**config.mk**
```make
export PLATFORM = sky130hd
export DESIGN_NAME = stopwatch_ctrl
export DESIGN_NICKNAME = d
export VERILOG_FILES = /design/src/rtl/stopwatch_ctrl.sv
export SDC_FILE = /design/constraint.sdc
export NUM_CORES = 1
export LEC_CHECK = 0
export ABC_AREA = 1
export BUFFER_PORTS_ARGS = -buffer_cell sky130_fd_sc_hd__buf_2
export CAP_MARGIN = 20
export CORE_MARGIN = 2
export CORE_UTILIZATION = 60
export CTS_CLUSTER_DIAMETER = 50
export DETAILED_ROUTE_END_ITERATION = 12
export PLACE_DENSITY = 0.9
export SYNTH_ARGS = -nofsm -noshare
export SYNTH_HDL_FRONTEND = slang
export SYNTH_SLANG_ARGS = --single-unit
```
**constraint.sdc**
```tcl
create_clock -name clk -period 2.35 [get_ports clk]
set_input_delay 0.5875 -clock clk [delete_from_list [all_inputs] [get_ports clk]]
set_output_delay 0.5875 -clock clk [all_outputs]
set_load 0.05 [all_outputs]
```
**src/rtl/stopwatch_ctrl.sv**
```systemverilog
// -----------------------------------------------------------------------------
// stopwatch_ctrl
//
// Turns the board's two pushbuttons and the clear switch into a stopwatch:
// synchronises and debounces the keys, runs the IDLE/RUN/PAUSE/LAP state
// machine, gates the centisecond prescaler and the BCD MM:SS.hh counter,
// and picks live or lap-frozen time for the seven-segment decoders.
//
// Ports
//   clk          system clock, rising edge
//   Rn           synchronous active-low reset
//   key_start_n  start/pause button, active-low, asynchronous
//   key_lap_n    lap/clear button, active-low, asynchronous
//   sw_clear     clear switch, active-high level, asynchronous
//   digits       registered BCD {m10,m1,s10,s1,cs10,cs1}
//   state        FSM state: 0 IDLE, 1 RUN, 2 PAUSE, 3 LAP
//   running      high in RUN or LAP
//   frozen       high while digits shows the lap latch
//   tick         one-cycle pulse on each prescaler terminal count
//   wrap         one-cycle pulse when time rolls 59:59.99 -> 00:00.00
// -----------------------------------------------------------------------------
module stopwatch_ctrl #(
    parameter int unsigned CLK_HZ          = 10000000,
    parameter int unsigned TICK_HZ         = 100,
    parameter int unsigned DEBOUNCE_CYCLES = 100000
) (
    input  logic        clk,
    input  logic        Rn,
    input  logic        key_start_n,
    input  logic        key_lap_n,
    input  logic        sw_clear,
    output logic [23:0] digits,
    output logic [1:0]  state,
    output logic        running,
    output logic        frozen,
    output logic        tick,
    output logic        wrap
);

    localparam int unsigned DIV   = CLK_HZ / TICK_HZ;
    localparam int unsigned PRE_W = (DIV > 1) ? $clog2(DIV) : 1;
    localparam int unsigned DEB_W = $clog2(DEBOUNCE_CYCLES + 1);

    localparam logic [PRE_W-1:0] PRE_MAX = PRE_W'(DIV - 1);
    localparam logic [DEB_W-1:0] DEB_MAX = DEB_W'(DEBOUNCE_CYCLES - 1);

    localparam logic [1:0] IDLE  = 2'd0;
    localparam logic [1:0] RUN   = 2'd1;
    localparam logic [1:0] PAUSE = 2'd2;
    localparam logic [1:0] LAP   = 2'd3;

    // Returns {carry_out, next_time}. Each digit rolls at its own limit so the
    // chain never leaves BCD; carry_out is set only on 59:59.99 -> 00:00.00.
    function automatic logic [24:0] bcd_inc(input logic [23:0] t);
        logic [23:0] r;
        logic        c;
        logic [3:0]  lim;
        r = t;
        c = 1'b1;
        for (int i = 0; i < 6; i++) begin
            lim = ((i == 3) || (i == 5)) ? 4'd5 : 4'd9;
            if (c) begin
                if (r[i*4 +: 4] == lim) begin
                    r[i*4 +: 4] = 4'd0;
                end else begin
                    r[i*4 +: 4] = r[i*4 +: 4] + 4'd1;
                    c = 1'b0;
                end
            end
        end
        return {c, r};
    endfunction

    // Index 0 is the start key, index 1 the lap key.
    logic [1:0]       key_p0;
    logic [1:0]       key_p1;
    logic [1:0]       key_lvl;
    logic [1:0]       key_ev;
    logic [DEB_W-1:0] key_cnt [2];
    logic             clr_p0;
    logic             clr_p1;

    logic [PRE_W-1:0] pre;
    logic [PRE_W-1:0] pre_nxt;
    logic [23:0]      live_time;
    logic [23:0]      lap_latch;
    logic [24:0]      inc;
    logic [1:0]       state_nxt;
    logic             start_ev;
    logic             lap_ev;
    logic             active;
    logic             active_nxt;
    logic             time_clr;
    logic             lap_cap;

    // ---- stage p0/p1: synchronisers, then debounce and press-event pulse ----
    always_ff @(posedge clk) begin
        if (!Rn) begin
            key_p0  <= 2'b11;
            key_p1  <= 2'b11;
            key_lvl <= 2'b11;
            key_ev  <= 2'b00;
            clr_p0  <= 1'b1;
            clr_p1  <= 1'b1;
            for (int i = 0; i < 2; i++) begin
                key_cnt[i] <= '0;
            end
        end else begin
            key_p0 <= {key_lap_n, key_start_n};
            key_p1 <= key_p0;
            clr_p0 <= sw_clear;
            clr_p1 <= clr_p0;
            for (int i = 0; i < 2; i++) begin
                key_ev[i] <= 1'b0;
                if (key_p1[i] != key_lvl[i]) begin
                    if (key_cnt[i] == DEB_MAX) begin
                        key_lvl[i] <= key_p1[i];
                        key_cnt[i] <= '0;
                        // only the released->pressed edge is an event
                        key_ev[i]  <= ~key_p1[i];
                    end else begin
                        key_cnt[i] <= key_cnt[i] + DEB_W'(1);
                    end
                end else begin
                    key_cnt[i] <= '0;
                end
            end
        end
    end

    // ---- next-state and prescaler decode ----
    assign start_ev   = key_ev[0];
    assign lap_ev     = key_ev[1] & ~key_ev[0];
    assign active     = (state == RUN) || (state == LAP);
    assign active_nxt = (state_nxt == RUN) || (state_nxt == LAP);
    assign inc        = bcd_inc(live_time);

    always_comb begin
        state_nxt = state;
        time_clr  = 1'b0;
        lap_cap   = 1'b0;
        if (clr_p1) begin
            state_nxt = IDLE;
            time_clr  = 1'b1;
        end else begin
            case (state)
                IDLE: begin
                    if (start_ev) state_nxt = RUN;
                end
                RUN: begin
                    if (start_ev) begin
                        state_nxt = PAUSE;
                    end else if (lap_ev) begin
                        state_nxt = LAP;
                        lap_cap   = 1'b1;
                    end
                end
                LAP: begin
                    if (start_ev) state_nxt = PAUSE;
                    else if (lap_ev) state_nxt = RUN;
                end
                default: begin
                    if (start_ev) begin
                        state_nxt = RUN;
                    end else if (lap_ev) begin
                        state_nxt = IDLE;
                        time_clr  = 1'b1;
                    end
                end
            endcase
        end
    end

    always_comb begin
        pre_nxt = pre;
        if (time_clr) begin
            pre_nxt = '0;
        end else if (active) begin
            pre_nxt = (pre == PRE_MAX) ? '0 : pre + PRE_W'(1);
        end
    end

    // ---- stage p2: state, prescaler, time, latch and display registers ----
    always_ff @(posedge clk) begin
        if (!Rn) begin
            state     <= IDLE;
            running   <= 1'b0;
            frozen    <= 1'b0;
            pre       <= '0;
            tick      <= 1'b0;
            wrap      <= 1'b0;
            live_time <= '0;
            lap_latch <= '0;
            digits    <= '0;
        end else begin
            state   <= state_nxt;
            running <= active_nxt;
            frozen  <= (state_nxt == LAP);
            pre     <= pre_nxt;
            // tick is high exactly while the prescaler sits at its terminal
            // count in RUN/LAP; looking ahead keeps it a clean register
            tick    <= active_nxt && (pre_nxt == PRE_MAX);

            if (time_clr) begin
                live_time <= '0;
                wrap      <= 1'b0;
            end else if (tick) begin
                live_time <= inc[23:0];
                wrap      <= inc[24];
            end else begin
                wrap      <= 1'b0;
            end

            // captures the pre-increment value if a tick lands on the same edge
            if (clr_p1) begin
                lap_latch <= '0;
            end else if (lap_cap) begin
                lap_latch <= live_time;
            end

            digits <= frozen ? lap_latch : live_time;
        end
    end

endmodule

```
==> qor.txt <==
Top Ports: 35
DR vias/cell: 5.25
Period Utilization, post-route: 0.883
share of layout cells above drive strength 1: 0.125
routability cong.: 0.897
hold buffer count at CTS: 0
Post-synth top flop: dfxtp_1
clk buf depth: 2
clock sinks: 138
Sequential Area: 3100 sq um
chip height: 105 microns
# rows: 37
Final TNS setup: 0 ns
Hold WC Path Type: in -> reg
Buffers on Ports: 34
Die X-Extent: 105 microns
initial core utilization: 0.609
Worst IR Drop VDD: 0.000527 V
CP max FO: 44
Power Internal: 4.25 mW
net switching power: 1.09 mW
Nets: 851
synthesis-stage register bit count: 138
number of global-route vias before repair: 4940
final setup fails: 0
pre-CTS setup slack: 0.308 ns
initial antenna violation count: 0
Max Freq: 482 MHz
worst-skew pair later-pin latency: 0.53 ns
CP Capture Type: register
multi-input logic area: 2710 sq um
Placed Area: 6570 sq um
worst clock skew: 0.00605 ns
total power: 5.33 mW
global route overflow: 0
Post-synth EDFFs: 34
post-CTS setup buffers: 0
final count of hold timing violations: 0
Total Routing Usage GR: 0.242
synthesis-to-layout area growth: 16.5%
post-cts resize count: 0
H-tree level count: 4
Final ANT Viol Nets: 0
Mapped Cells: 773
Clk pwr share: 0.514
Tmin final: 2.07 ns
slowest CP cell: dfxtp_1
sequential share of power: 0.466
Detailed Place HPWL: 8460 microns
wirelength, routed: 12800 microns
final instance area: 7190 sq um
number of CTS-inserted buffers: 17
CP Data Arrival Time: 2.51 ns
first-pass GRT wire length: 21700 microns
final worst slack: 0.276 ns
Die Area: 11100 sq um
drt wl/cell: 12.9 microns
crit-path cells: inv_2 > nor2_1 > nand3_1 > inv_2 > nor2_1 > a211oi_1
clock slew at reported path FFs: 0.06 ns
status: finished, final reports clean
Setup CP Type: reg -> reg
Required @ worst endpoint: 2.78 ns
antenna diode count: 0
combinational power share: 0.020
synth warn: 0
root buffer cell: clkbuf_8
mapped cell area: 6170 sq um
drt first pass iters: 5
Net Sw Frac: 0.204
core area: 10100 sq um
unrepaired setup endpoints after global routing: false
Fillers: 714
Avg Inst Size Synth: 7.98 sq um
Finished Core Util: 0.709
Lkg Pwr: 2.96 nW
initial drt markers: 364
PwrDens: 742 nW/um^2
sequential fraction of the synthesis area: 0.503
Relative slew margins: 0.557
Max-cap violations: 0
Async SR Flop Fraction: 0
TritonCTS clock tree: done
Slew Limit Fails: 0
largest net degree at the start of global routing: 45
Slew @ Worst Pin: 0.663 ns
Largest stage delay, worst path: 0.58 ns
Yosys cell types: 41
Critical Path Start Type: register
DRC: 0
total number of vias: 5202
flip-flops by register name (all words and copies together), names as in the netlist, 2 cells and up:
signal	count
digits	24
key_cnt	34
key_ev	2
key_lvl	2
key_p0	2
key_p1	2
lap_latch	24
live_time	24
pre	17
stage by stage:
step | hold WS, ns | cells
after global routing | 0.240 | 990
after CTS | 0.229 | 990
after detailed placement | 0.418 | 960
after global placement | 0.398 | 960
final | 0.242 | 990
after floorplan | 0.393 | 806
worst max-delay path, delay by kind of cell (launching register included):
kind | cells | cell delay [ns]
and+or+nand+nor | 3 | 0.49
buffers and inverters | 2 | 0.67
AOI/OAI and AO/OA | 1 | 0.23
DFF | 1 | 0.58
worst paths after layout:
| kind | from | endpoint | slack, ns | cells after the start |
|---|---|---|---|---|
| min | key_start_n | key_p0[0] | 0.24 | 2 |
| max reg2reg | running | lap_latch[2] | 0.28 | 6 |
| min reg2reg | clr_p0 | clr_p1 | 0.43 | 1 |
| max | running | lap_latch[2] | 0.28 | 6 |
cells in the mapped netlist (9+ instances only):
cell,count,area share
nand2_1,110,0.067
xor2_1,12,0.017
a21oi_1,69,0.056
or2_2,9,0.0091
clkbuf_1,10,0.0061
nor3_1,25,0.020
nand4_1,13,0.013
o21ai_0,60,0.049
inv_1,95,0.058
edfxtp_1,34,0.17
nor2_1,114,0.069
dfxtp_1,104,0.34
nand3_1,33,0.027
metal layers:
layer  share of wire  up-vias  wire [microns]  global-route usage
li1                -     2639               -                   -
met1            0.44     2366            5640               0.301
met2            0.48      160            6160               0.399
met3           0.051       37             647              0.0544
met4           0.026        0             330               0.113
met5               0        -               0                   0
power by group through the flow:
stage               clock (mW)  combinational, mW  sequential, mW
global placement             0             0.0998            2.53
detailed placement           0              0.102            2.54
finish                    2.74              0.108            2.49
floorplan                    0             0.0810            2.53
global route              2.88              0.122            2.49
CTS                       2.76              0.104            2.49
area by class of cell:
| class | count | area share |
|---|---|---|
| Clock inverter | 7 | 0.0139 |
| Inverter | 102 | 0.0533 |
| Multi-Input combinational cell | 546 | 0.377 |
| Tap cell | 136 | 0.0237 |
| Clock buffer | 23 | 0.0724 |
| Timing Repair Buffer | 38 | 0.0279 |
| Sequential cell | 138 | 0.432 |
placed cells by master, fill, tap and decap left out, types with 6 or more instances in the layout:
master	synthesis	final
a21oi_1	69	69
buf_2	6	34
clkbuf_16	0	19
conb_1	1	34
dfxtp_1	104	104
edfxtp_1	34	34
inv_1	95	95
inv_2	7	7
nand2_1	110	110
nand3_1	33	33
nand4_1	13	13
nor2_1	114	114
nor2_2	6	6
nor2_4	7	7
nor3_1	25	25
nor3b_1	7	7
nor4_1	6	6
o21ai_0	60	60
or2_2	9	9
xor2_1	12	12
logic make-up (layout without fill, tap and decap cells):
| family | count (synthesis) | count (layout) | synth area share |
|---|---|---|---|
| adder cells (fa/ha/maj) | 3 | 3 | 0.00608 |
| other | 1 | 34 | 0.000608 |
| buffers and inverters | 122 | 170 | 0.0779 |
| flip-flops | 138 | 138 | 0.503 |
| AND/OR/NAND/NOR | 347 | 347 | 0.263 |
| XOR/XNOR | 18 | 18 | 0.0268 |
| AO/OA/AOI/OAI | 144 | 144 | 0.122 |
(Power assumes the default switching activity.)
